<file path="src/rtl/nibble_serial_subtractor.sv">
// Multi-cycle WIDTH-bit subtractor (a - b - bin), one borrow-lookahead nibble per clock,
// with valid/ready handshakes on the operand and result sides.
module nibble_serial_subtractor #(
    parameter int WIDTH = 16
) (
    input  logic             clk,
    input  logic             rst_n,
    input  logic             start_valid,
    output logic             start_ready,
    input  logic [WIDTH-1:0] a,
    input  logic [WIDTH-1:0] b,
    input  logic             bin,
    output logic             done_valid,
    input  logic             done_ready,
    output logic [WIDTH-1:0] diff,
    output logic             bout,
    output logic             overflow,
    output logic             zero
);

    localparam int NIB = WIDTH / 4;
    localparam int IW  = (NIB > 1) ? $clog2(NIB) : 1;

    typedef enum logic [1:0] {
        IDLE = 2'd0,
        RUN  = 2'd1,
        DONE = 2'd2
    } state_t;

    state_t           r_state;
    logic [WIDTH-1:0] r_a;
    logic [WIDTH-1:0] r_b;
    logic [IW-1:0]    r_idx;
    logic             r_borrow;
    logic             r_startReady;
    logic             r_doneValid;
    logic [WIDTH-1:0] r_diff;
    logic             r_bout;
    logic             r_overflow;
    logic             r_zero;

    logic [3:0]       w_aNib;
    logic [3:0]       w_bNib;
    logic [3:0]       w_g;
    logic [3:0]       w_p;
    logic [3:0]       w_c;
    logic [3:0]       w_dNib;
    logic [WIDTH-1:0] w_diffNext;
    logic             w_lastNib;

    always_comb begin
        w_aNib = '0;
        w_bNib = '0;
        for (int k = 0; k < NIB; k++) begin
            if (r_idx == IW'(k)) begin
                w_aNib = r_a[4*k +: 4];
                w_bNib = r_b[4*k +: 4];
            end
        end
    end

    // Borrow-lookahead slice; r_borrow holds the latched bin for nibble 0
    // and the previous nibble's borrow-out afterwards.
    assign w_g = ~w_aNib & w_bNib;
    assign w_p = ~(w_aNib ^ w_bNib);

    assign w_c[0] = w_g[0] | (w_p[0] & r_borrow);
    assign w_c[1] = w_g[1] | (w_p[1] & w_g[0]) | (w_p[1] & w_p[0] & r_borrow);
    assign w_c[2] = w_g[2] | (w_p[2] & w_g[1]) | (w_p[2] & w_p[1] & w_g[0])
                  | (w_p[2] & w_p[1] & w_p[0] & r_borrow);
    assign w_c[3] = w_g[3] | (w_p[3] & w_g[2]) | (w_p[3] & w_p[2] & w_g[1])
                  | (w_p[3] & w_p[2] & w_p[1] & w_g[0])
                  | (w_p[3] & w_p[2] & w_p[1] & w_p[0] & r_borrow);

    assign w_dNib    = w_aNib ^ w_bNib ^ {w_c[2:0], r_borrow};
    assign w_lastNib = (r_idx == IW'(NIB - 1));

    always_comb begin
        w_diffNext = r_diff;
        for (int k = 0; k < NIB; k++) begin
            if (r_idx == IW'(k)) begin
                w_diffNext[4*k +: 4] = w_dNib;
            end
        end
    end

    always_ff @(posedge clk or negedge rst_n) begin
        if (!rst_n) begin
            r_state      <= IDLE;
            r_a          <= '0;
            r_b          <= '0;
            r_idx        <= '0;
            r_borrow     <= 1'b0;
            r_startReady <= 1'b1;
            r_doneValid  <= 1'b0;
            r_diff       <= '0;
            r_bout       <= 1'b0;
            r_overflow   <= 1'b0;
            r_zero       <= 1'b0;
        end else begin
            case (r_state)
                IDLE: begin
                    if (start_valid) begin
                        r_a          <= a;
                        r_b          <= b;
                        r_borrow     <= bin;
                        r_idx        <= '0;
                        r_startReady <= 1'b0;
                        r_state      <= RUN;
                    end
                end
                RUN: begin
                    r_diff   <= w_diffNext;
                    r_borrow <= w_c[3];
                    r_idx    <= r_idx + IW'(1);
                    if (w_lastNib) begin
                        r_bout      <= w_c[3];
                        r_overflow  <= (r_a[WIDTH-1] != r_b[WIDTH-1])
                                     & (w_diffNext[WIDTH-1] != r_a[WIDTH-1]);
                        r_zero      <= ~|w_diffNext;
                        r_doneValid <= 1'b1;
                        r_state     <= DONE;
                    end
                end
                DONE: begin
                    if (done_ready) begin
                        r_doneValid  <= 1'b0;
                        r_startReady <= 1'b1;
                        r_state      <= IDLE;
                    end
                end
                default: begin
                    r_doneValid  <= 1'b0;
                    r_startReady <= 1'b1;
                    r_state      <= IDLE;
                end
            endcase
        end
    end

    assign start_ready = r_startReady;
    assign done_valid  = r_doneValid;
    assign diff        = r_diff;
    assign bout        = r_bout;
    assign overflow    = r_overflow;
    assign zero        = r_zero;

endmodule

</file>
<file path="config.mk">
export PLATFORM = sky130hd
export DESIGN_NAME = nibble_serial_subtractor
export DESIGN_NICKNAME = d
export VERILOG_FILES = /design/src/rtl/nibble_serial_subtractor.sv
export SDC_FILE = /design/constraint.sdc
export NUM_CORES = 1
export LEC_CHECK = 0
export ABC_CLOCK_PERIOD_IN_PS = 3900
export BUFFER_PORTS_ARGS = -buffer_cell sky130_fd_sc_hd__buf_2
export CORE_UTILIZATION = 30
export CTS_CLUSTER_DIAMETER = 150
export DETAILED_ROUTE_END_ITERATION = 8
export HOLD_SLACK_MARGIN = 0.1
export SYNTH_ARGS = -nofsm -noshare
export SYNTH_HDL_FRONTEND = slang
export SYNTH_SLANG_ARGS = --single-unit
</file>
<file path="constraint.sdc">
create_clock -name clk -period 3.9 [get_ports clk]
set_clock_uncertainty 0.2 [all_clocks]
set_input_delay 0.78 -clock clk [delete_from_list [all_inputs] [get_ports clk]]
set_output_delay 0.78 -clock clk [all_outputs]
set_load 0.01 [all_outputs]
</file>
==> results.toml <==
[sta]
hold_viol = 0
setup_violations = 0
rsz0062_at_grt = "false"
period_needed_ns = 3.36
final_max_slew_viol_count = 0
maxSlewHeadroom_pct = 35.0
fmax_mhz = 298
worst_slew_pin_slew_ns = 0.973
period_share_pct = 86.1
finalSetupTns_ns = 0

[min_path]
hp-class = "reg2reg"
hold_depth = 2

[worst_setup_path]
critPathLaunchType = "register"
worst-r2r-cell-count = 13
worstSetupEndpointType = "register"
crit_required_ns = 3.96
path_max_fanout = 18
worst-r2r-setup-slack_ns = 0.54
arrival_ns = 3.41
critical_path_class = "reg2reg"

[global_route]
grt_max_degree = 36
grt_pass1_wl_mm = 9.95
grt_overflow = 0
grt_pass1_vias = 2027
track_usage_pct = 14.6
antenna_found_initial = 0

[yosys]
synth_top_area_share_pct = 53.3
synth_area_leader_cell = "dfrtp_1"
ys_seq_area_share_pct = 54.3
yosysWarnings = 0
netlist-cell-type-count = 29
synth.avg_cell_area_um2 = 11.1
syn_nets = 287
synthCells = 241
ys_seq_elements = 58
syn_area_mm2 = 0.00268
yosys-top-cells-area = "dfrtp_1, mux2_2, nand2_1"

[floorplanning]
rows = 34
ios = 58
dieHeight_um = 96.5
start_util_pct = 30.8
die_w_um = 96.5
die_area_mm2 = 0.00930
core_area_mm2 = 0.00868

[detailed_routing]
vias = 1972
via_per_inst = 4.76
routed_wl_mm = 6.05
wl_per_cell_um = 14.6
initialDrtViolationCount = 46
antenna_left = 0
drtPass1Iterations = 4
drc = 0

[power]
clkPwrFrac_pct = 16.3
pwr-share-comb_pct = 51.2
leakage_uw = 0.00148
p_per_area_mw_per_mm2 = 1040
p_seq_share_pct = 32.4
switchingPower_uw = 1450
ir_drop_mv = 0.510
p_sw_share_pct = 42.5
power.total_uw = 3410
power.internal_uw = 1960

[placement]
io_buffers = 57
dp.cells = 398
post-dp-hpwl_mm = 4.34
place_congestion = 0.808

[clocking]
cts_root_buf = "clkbuf_8"
clkTransAtPathRegs_ns = 0.06
hold_buffers = 0
clk_path_buf_depth = 2
cts_tree = "built"
cts-buffers-inserted = 9
post-cts-setup-buffers = 0
post_cts_resized = 0
cts_htree_levels = 3
cts_num_sinks = 58
worst_skew_pair.late_latency_ns = 0.33

[finish]
antenna_cells = 0
fin_nets = 347
fin_cells = 414
layout-drive-gt1-share_pct = 36.6
fin_util_pct = 37.7
area_growth_pct = 22.2

[outcome]
status = "finished clean"

[flow_run]
drv_cap = 0
## cells in the final DEF, fill, tap and decap left out, types with 4 or more instances in the layout
cell type / netlist / final
o21ai_0: 24 / 24
clkbuf_8: 0 / 11
nor2_1: 8 / 8
dfrtp_1: 57 / 57
mux2_2: 32 / 32
buf_2: 5 / 57
nand3b_1: 9 / 9
ha_1: 8 / 8
nor4_1: 4 / 4
nand2_1: 39 / 39
a21oi_1: 26 / 26
## synth_stat cells
library cell	count
nor4_1	4
nor3_1	1
ha_1	8
buf_2	5
a32o_1	1
o22ai_1	2
a41oi_2	2
clkbuf_1	6
dfrtp_1	57
xnor2_1	1
mux2_2	32
o21ai_2	1
inv_1	3
xor2_1	1
a21oi_1	26
a21o_2	1
nand2b_1	2
dfstp_2	1
a22oi_1	1
fa_1	1
nand3b_1	9
xor2_2	1
nor2b_1	1
o21ai_0	24
o31ai_1	1
nand2_1	39
nor2_4	1
or3b_1	1
nor2_1	8
## critical path: stages (launching register included)
cell      delay, ns
dfrtp_1        0.40
inv_1          0.11
ha_1           0.50
nand3b_1       0.18
a21oi_1        0.07
a21oi_1        0.13
nor2_1         0.05
a21oi_1        0.24
ha_1           0.31
a41oi_2        0.22
o21ai_2        0.10
xor2_2         0.19
or3b_1         0.39
a41oi_2        0.19
## logic make-up (layout without fill, tap and decap cells)
logic type	Yosys count	after routing	synth area share, %
and+or+nand+nor	66	66	11.7
muxes	32	32	13.5
adders and majority gates	9	9	4.49
DFF	58	58	54.3
xor gates and xnor gates	3	3	1.26
buffers and inverters	14	79	2.20
AOI/OAI and AO/OA	59	59	12.6
## flip-flops by register name (all words and copies together) (netlist names)
| name | count |
|---|---|
| r_idx | 2 |
| start_ready | 1 |
| r_state | 2 |
| zero | 1 |
| overflow | 1 |
| bout | 1 |
| r_a | 16 |
| diff | 16 |
| done_valid | 1 |
| r_borrow | 1 |
| r_b | 16 |
## worst paths after layout
check / start / to
max in group asynchronous: rst_n / start_ready
hold / removal: bout / bout
setup reg to reg: r_idx[1] / overflow
min in group asynchronous: rst_n / r_b[5]
hold reg to reg: bout / bout
setup / recovery: r_idx[1] / overflow
## metrics by stage
| stage | setup slack [ns] | hold slack, ns | area, um^2 |
|---|---|---|---|
| global placement | 0.655 | 0.263 | 3070 |
| floorplan | 0.833 | 0.281 | 2680 |
| detailed placement | 0.591 | 0.265 | 3070 |
| finish | 0.542 | 0.269 | 3270 |
| CTS | 0.532 | 0.280 | 3270 |
| global route | 0.247 | 0.317 | 3270 |
## power by group through the flow
stage | registers (uW) | logic [uW] | clock network (uW)
2_1_floorplan | 1110 | 1240 | 0
3_3_place_gp | 1120 | 1710 | 0
3_5_place_dp | 1120 | 1770 | 0
4_1_cts | 1110 | 1790 | 572
5_1_grt | 1150 | 1980 | 602
6_report | 1110 | 1750 | 557
## area by class of cell
cell class | instances | area [um^2]
clock buffers | 14 | 163
clock inverters | 2 | 35.0
fillers | 925 | 5410
inverters | 3 | 11.3
multi-input cells | 169 | 1160
flip-flops and latches | 58 | 1450
well taps | 108 | 135
repair buffers | 60 | 308
## metal layers
metal | global-route usage [%] | wire [um] | vias up
met5 | 0 | 0 | -
met1 | 18.5 | 2740 | 939
met3 | 5.71 | 364 | 4
li1 | - | - | 972
met2 | 23.2 | 2910 | 57
met4 | 4.04 | 43 | 0
Power figures use the tool's default switching activity.
